<file path="config.mk">
export PLATFORM = sky130hd
export DESIGN_NAME = executor_commit_clear
export DESIGN_NICKNAME = d
export VERILOG_FILES = /design/src/rtl/executor_commit_clear_pkg.sv /design/src/rtl/executor_commit_clear_row_full_check.sv /design/src/rtl/executor_commit_clear.sv
export SDC_FILE = /design/constraint.sdc
export NUM_CORES = 1
export LEC_CHECK = 0
export ABC_AREA = 1
export ABC_CLOCK_PERIOD_IN_PS = 1500
export CORE_MARGIN = 3
export CORE_UTILIZATION = 37
export CTS_CLUSTER_SIZE = 30
export DETAILED_ROUTE_END_ITERATION = 10
export PLACE_DENSITY = 0.87
export SETUP_SLACK_MARGIN = 0.15
export SLEW_MARGIN = 5
export SYNTH_ARGS = -nofsm -noshare
export SYNTH_HDL_FRONTEND = slang
export SYNTH_SLANG_ARGS = --single-unit
</file>
<file path="constraint.sdc">
create_clock -name clk_i -period 1.5 [get_ports clk_i]
set_input_delay 0.3 -clock clk_i [delete_from_list [all_inputs] [get_ports clk_i]]
set_output_delay 0.3 -clock clk_i [all_outputs]
set_load 0.1 [all_outputs]
</file>
<file path="src/rtl/executor_commit_clear_pkg.sv">
// executor_commit_clear_pkg: shared Tetris types for the commit-and-clear stage.
// Contents: board/shape dimensions, point_t (window origin), shape_t (square
// shape window) and the commit_clear_state_e state encoding.
package tetris;
  localparam int board_width_lp = 16;
  localparam int board_height_lp = 32;
  localparam int shape_dim_lp = 4;
  typedef struct packed {
    logic [$clog2(board_width_lp)-1:0] x;
    logic [$clog2(board_height_lp)-1:0] y;
  } point_t;
  typedef logic [shape_dim_lp-1:0][shape_dim_lp-1:0] shape_t;
  // Nine states do not fit in three bits, so the encoding uses four.
  typedef enum logic [3:0] {
    eIDLE, eWrite, eWaitW, eSel, eRead, eCheck, eClear, eWaitC, eDone
  } commit_clear_state_e;
endpackage

</file>
<file path="src/rtl/executor_commit_clear_row_full_check.sv">
// row_full_check: detects a completely filled board row.
// Ports: clk_i/reset_i (async, active high), en_i captures the flag,
// row_i row data, full_o combinational all-ones, full_r_o flag captured on en_i.
module row_full_check #(
  parameter int width_p = 16
) (
  input  logic               clk_i,
  input  logic               reset_i,
  input  logic               en_i,
  input  logic [width_p-1:0] row_i,
  output logic               full_o,
  output logic               full_r_o
);
  logic r_full;
  assign full_o = &row_i;
  assign full_r_o = r_full;
  always_ff @(posedge clk_i or posedge reset_i)
    if (reset_i) r_full <= 1'b0;
    else if (en_i) r_full <= full_o;
endmodule

</file>
<file path="src/rtl/executor_commit_clear.sv">
// executor_commit_clear: merges the active piece into the board, then scans and clears full rows.
// Ports: clk_i/reset_i (async, active high); v_i/done_o/empty_o controller handshake;
// pos_i, shape_i, shape_on_board_i piece and board window; lines_o lines cleared;
// mm_write_* block write, mm_row_* row read/clear, mm_is_ready_i memory idle.
// Macro EXECUTOR_COMMIT_SCORE_EN adds total_lines_o, a saturating 16-bit line total.
module executor_commit_clear
  import tetris::*;
#(
  parameter int width_p = 16,
  parameter int height_p = 32,
  parameter int shape_dim_p = 4
) (
  input  logic                                      clk_i,
  input  logic                                      reset_i,
  input  logic                                      v_i,
  output logic                                      done_o,
  input  point_t                                    pos_i,
  input  logic [shape_dim_p-1:0][shape_dim_p-1:0]   shape_i,
  input  logic [shape_dim_p-1:0][shape_dim_p-1:0]   shape_on_board_i,
  output logic                                      empty_o,
`ifdef EXECUTOR_COMMIT_SCORE_EN
  output logic [15:0]                               total_lines_o,
`endif
  output logic [$clog2(shape_dim_p+1)-1:0]          lines_o,
  output point_t                                    mm_write_addr_o,
  output logic [shape_dim_p-1:0][shape_dim_p-1:0]   mm_write_data_o,
  output logic                                      mm_write_v_o,
  output logic [$clog2(height_p)-1:0]               mm_row_addr_o,
  output logic                                      mm_row_read_v_o,
  input  logic [width_p-1:0]                        mm_row_i,
  output logic                                      mm_row_clear_v_o,
  input  logic                                      mm_is_ready_i
);
  localparam int aw_lp = $clog2(height_p);
  localparam int rw_lp = aw_lp + 1;
  localparam int lw_lp = $clog2(shape_dim_p + 1);
  localparam int iw_lp = $clog2(shape_dim_p);
  commit_clear_state_e r_state;
  point_t r_pos;
  logic [shape_dim_p-1:0][shape_dim_p-1:0] r_shape;
  logic [lw_lp-1:0] r_i, r_lines;
  logic [rw_lp-1:0] w_row;
  logic w_last, w_skip, w_full, w_full_r;
  // Row index carries one extra bit so rows past the bottom never wrap to the top.
  assign w_row = rw_lp'(r_pos.y) + rw_lp'(r_i);
  assign w_last = r_i == lw_lp'(shape_dim_p);
  assign w_skip = (w_row >= rw_lp'(height_p)) || (r_shape[r_i[iw_lp-1:0]] == '0);
  row_full_check #(.width_p(width_p)) u_full (
    .clk_i   (clk_i),
    .reset_i (reset_i),
    .en_i    (r_state == eCheck),
    .row_i   (mm_row_i),
    .full_o  (w_full),
    .full_r_o(w_full_r)
  );
  always_ff @(posedge clk_i or posedge reset_i)
    if (reset_i) begin
      r_state <= eIDLE;
      r_pos <= '0;
      r_shape <= '0;
      r_i <= '0;
      r_lines <= '0;
    end else begin
      case (r_state)
        eIDLE: if (v_i) begin
          r_state <= eWrite;
          r_pos <= pos_i;
          r_shape <= shape_i | shape_on_board_i;
          r_i <= '0;
          r_lines <= '0;
        end
        eWrite: r_state <= eWaitW;
        eWaitW: if (mm_is_ready_i) r_state <= eSel;
        eSel: if (w_last) r_state <= eDone;
          else if (w_skip) r_i <= r_i + lw_lp'(1);
          else r_state <= eRead;
        eRead: r_state <= eCheck;
        eCheck: if (w_full) r_state <= eClear;
          else begin
            r_i <= r_i + lw_lp'(1);
            r_state <= eSel;
          end
        eClear: begin
          r_lines <= r_lines + lw_lp'(w_full_r);
          r_state <= eWaitC;
        end
        eWaitC: if (mm_is_ready_i) begin
          r_i <= r_i + lw_lp'(1);
          r_state <= eSel;
        end
        eDone: r_state <= eIDLE;
        default: r_state <= eIDLE;
      endcase
    end
`ifdef EXECUTOR_COMMIT_SCORE_EN
  logic [15:0] r_total;
  logic [16:0] w_sum;
  assign w_sum = {1'b0, r_total} + 17'(r_lines);
  always_ff @(posedge clk_i or posedge reset_i)
    if (reset_i) r_total <= '0;
    else if (r_state == eDone) r_total <= w_sum[16] ? 16'hFFFF : w_sum[15:0];
  assign total_lines_o = r_total;
`endif
  assign done_o = r_state == eDone;
  assign empty_o = r_state == eDone;
  assign lines_o = r_lines;
  assign mm_write_addr_o = r_pos;
  assign mm_write_data_o = r_shape;
  assign mm_write_v_o = r_state == eWrite;
  assign mm_row_addr_o = w_row[aw_lp-1:0];
  assign mm_row_read_v_o = r_state == eRead;
  // The captured flag gates the clear so a row is only deleted if it was seen full.
  assign mm_row_clear_v_o = (r_state == eClear) && w_full_r;
endmodule

</file>
# Word-level counts from Yosys, hierarchy flattened
# Index checks and enable logic that the tools add are counted.
[word_totals]
register_bits = 36
inputBits = 61
out_inout_bits = 38
word_cells = 59
[op_classes]
add_sub_neg = 3
order_cmp = 2
n_eq_ne = 16
muxes = 15
bitwise_logic = 1
reduce_logical = 12
[op_table]
columns = ["cell", "count"]
rows = [
  ["4-bit one-hot mux with 7 select lines", 1],
  ["4-bit 2-to-1 mux", 5],
  ["3-bit 2-to-1 mux", 6],
  ["4-bit by 3-bit equality test with 1-bit output (second input constant)", 4],
  ["16-bit bitwise OR", 1],
  ["16-bit AND reduction", 1],
  ["3-bit one-hot mux with 4 select lines", 1],
  ["2-bit inequality test (second input constant)", 5],
  ["4-bit binary-select mux with 2-bit select", 1],
  ["4-bit by 2-bit equality test with 1-bit output (second input constant)", 2],
  ["4-bit zero test", 2],
  ["5-bit by 3-bit adder with 6-bit output", 1],
  ["6-bit >= comparator (second input constant)", 1],
  ["3-bit one-hot mux with 2 select lines", 1],
  ["6-bit AND reduction", 1],
  ["4-bit by 1-bit equality test with 1-bit output (second input constant)", 1],
  ["4-bit equality test (second input constant)", 1],
  ["2-bit AND reduction", 2],
  ["4-bit nonzero test", 1],
  ["3-bit by 1-bit adder with 3-bit output", 1],
  ["3-bit by 1-bit adder with 3-bit output (second input constant)", 1],
  ["3-bit equality test (second input constant)", 1],
  ["2-bit by 3-bit less-than comparator with 1-bit output (second input constant)", 1],
  ["3-bit inequality test (second input constant)", 1],
  ["other kinds (6)", 6],
]

# Depth between registers and ports, before layout
[logic_depth]
word_depth = 7
depth_mapped = 12
ltp_nobuf = 12

# By module
# From an unflattened synthesis, not the netlist that was laid out.
[unflattened]
hier_cells = 260
area_unflattened_um2 = 2008.2
[by_module_without_submodules]
columns = ["mod", "n_inst", "cells_each", "area_per_inst_um2", "seq_area_each_um2"]
rows = [
  ["executor_commit_clear", 1, 239, 1905.6, 875.8],
  ["row_full_check", 1, 21, 102.6, 25.0],
]

# Worst setup path before layout
# No wires, ideal clock.
[synth_path]
kind = "register -> output"
startpoint = "reg r_pos (netlist bit mm_write_addr_o[0])"
endpoint = "out mm_row_addr_o[4]"
arrival_time_ns = 3.295
t_required_ns = 1.200
setup_slack_ns = -2.095
path_stages_with_launch = 6
path_buffers = 0
cell_sequence = "dfrtp_1 > ha_1 > inv_1 > fa_1 > o21ai_0 > xor2_1"
[synth_via]
elab_chain_cells = 1
[synth_lines]
columns = ["item", "line_no", "rtl"]
rows = [
  ["start: declaration", "executor_commit_clear.sv:39", "point_t r_pos;"],
  ["start signal: assignment", "executor_commit_clear.sv:67", "r_pos <= pos_i;"],
  ["5-bit by 3-bit adder with 6-bit output", "executor_commit_clear.sv:45", "assign w_row = rw_lp'(r_pos.y) + rw_lp'(r_i);"],
  ["end: declaration", "executor_commit_clear.sv:28", "output logic [$clog2(height_p)-1:0] mm_row_addr_o,"],
]
# No other way between the ends.

# Final worst setup path
# Ends and elaborated chain as after synthesis.

==> metrics.yaml <==
status: "finished, violations left"
violations: "setup timing"
crit_buf_inv: 2
cts_buffers: 5
netlist_instances: 261
cts_tree: "yes"
setup_violations: 44
worst-endpoint-arrival_ns: 1.86
grt.total_usage_pct: 24.2
slowest_stage: "dfrtp_4"
htreeDepth: 2
synth.top_cell.area_share_pct: 44.9
required_ns: 1.20
hp-class: "in2async"
grt-ovfl-total: 0
globalplace.congestion: 0.826
drtPass1Iterations: 5
fp-row-count: 26
cp_max_fo: 2
synth_area_leaders: "dfrtp_1 45%, nand2_1 14%, nor2_1 6.0%"
viasPerCell: 5.10
clock-sinks: 36
ys_seq_area_share_pct: 44.9
report.final.hold_viol_count: 0
multiInputGateArea_um2: 1380
synth.cell_area_um2: 2010
yosysTopAreaCell: "dfrtp_1"
end_kind: "output pin"
drt_iter0_markers: 122
seqCellArea_um2: 926
fillCellCount: 226
worstSetupPathType: "reg2out"
final.period_utilization_pct: 144
relSlewSlack_pct: 80.3
grt_start_max_net_pins: 37
post_drt_wl_per_cell_um: 18.2
start_util_pct: 38.8
areaGrowthSynthToFinish_pct: 124
fp.dieH_um: 79.7
hpwl_um: 4840
critical-path-max-stage-delay_ns: 0.44
r2r_cells: 11
io_pins: 99
path_delay_family: "adder cells"
port_buffers: 98
rsz0062_at_grt: "true"
antenna_left: 0
worst-path-stages: 6
synthesis.nets: 330
finalMaxSlewViolations: 0
core_area_um2: 5170
fmax_mhz: 462
clock_path_buffers: 2
syn_area_per_cell_um2: 7.69
min_period_ns: 2.16
dieArea_um2: 6340
die_x_um: 79.7
ys_warn_count: 0
routed_wl_um: 8680
antenna_cells: 0
grt_pass1_vias: 2549
grt_pass1_wl_um: 11900
synth-seq-cells: 36
drc: 0
cts-root-buf: "clkbuf_8"
utilization_pct: 87.1
vias: 2427
startpoint_type: "flop"
worstSkewPairLatency_ns: 0.30
clk_pin_slew_ns: 0.09
drive_gt1_share_pct: 48.0
antenna_found_initial: 0
fin_nets: 474
yosys.cell_types.count: 25
tightest_slew_ns: 0.295
skew_ns: 0.0119
max_cap_violations: 0
crit_chain: "ha_4 > inv_2 > fa_2 > o21ai_4 > xor2_4 > buf_12"
postCtsHoldBufs: 0
setup_slack_ns: -0.663
-- through the flow --
stage	hold slack (ns)	cell area, um2	instances	setup WS, ns	setup TNS (ns)
final	0.341	4500	476	-0.663	-6.60
after global routing	0.385	4500	476	-0.717	-9.30
after CTS	0.366	4310	473	-0.622	-4.03
after detailed placement	0.539	3780	443	-0.302	-1.59
after global placement	0.528	3780	443	-0.266	-1.17
after floorplan	0.410	2220	261	-0.798	-4.72
-- synth_stat cells (all sizes together) --
master,n
inv,31
a21oi,3
ha,7
nor3,1
o211ai,1
xor2,2
dfrtp,36
fa,1
xnor2,3
nand2,79
nand3,25
clkinv,1
buf,5
o21ai,28
a21boi,1
nor2,35
nand4,2
-- path summary, 6_finish.rpt --
check,start,to,slack (ns)
worst max-delay path,mm_write_addr_o[0]$_DFFE_PP0P_,mm_row_addr_o[4],-0.66
min in group clk_i,pos_i[4],mm_write_addr_o[4]$_DFFE_PP0P_,0.53
max in group asynchronous,reset_i,lines_o[0]$_DFFE_PP0P_,0.94
worst min-delay path,reset_i,lines_o[1]$_DFFE_PP0P_,0.34
worst max register to register,r_i[1]$_DFFE_PP0P_,r_i[1]$_DFFE_PP0P_,-0.42
worst min register to register,mm_write_addr_o[8]$_DFFE_PP0P_,mm_write_addr_o[8]$_DFFE_PP0P_,0.56
-- placed cells by master, fill, tap and decap left out, drive strengths merged, types with 3 or more instances in the layout --
cell type	count
o21ai	28
buf	81
clkbuf	6
inv	29
clkinv	4
dfrtp	36
ha	7
a21oi	3
clkdlybuf4s50	60
xnor2	3
nand2	79
nand3	25
nor2	35
-- routing by layer --
metal	routed length, um	track usage (%)	up-vias
met5	0	0	-
met4	343	9.28	0
met3	526	5.76	36
met2	4760	44.7	131
met1	3050	26.6	1144
li1	-	-	1116
-- sequential cells by signal (all words and copies together) (netlist names) --
signal and cells:
mm_write_data_o 16, mm_write_addr_o 9, r_state 4, lines_o 3, r_i 3, u_full.full_r_o 1
-- worst reg2reg max path: stages, from the launching register on --
cell and delay [ns]:
dfrtp_1 0.44, buf_4 0.16, ha_1 0.26, nand3_1 0.11, nand2_2 0.10, buf_4 0.15, buf_6 0.10, nand3_2 0.07
nand4_1 0.18, nand2_2 0.14, nand2_1 0.06, nand2_1 0.07
-- logic make-up after synthesis --
logic type	share of synthesized area [%]
buf+inv	7.73
simple gates	31.2
flops	44.9
fa+ha+maj	5.36
xor+xnor	2.18
compound gates	8.67
-- layout make-up --
type                            instances  share of cell area, %
Tap cell                               70                   1.94
Timing Repair Buffer                  141                   41.0
Clock buffer                            6                   1.61
Timing Repair inverter                  1                  0.361
Clock inverter                          2                  0.778
Sequential cell                        36                   20.6
Inverter                               32                   3.22
Multi-Input combinational cell        188                   30.5
-- timing repair --
action                                 in CTS  in global routing
buffers inserted                           17                  3
setup endpoints to repair                  47                 50
resized for setup                          67                 49
pin swaps                                  12                  8
cloned                                      5                  0
endpoints found under the hold margin       0                  0
Power is not shown: default switching activity piles up to over one toggle a cycle in this logic, so the estimate is an artifact.
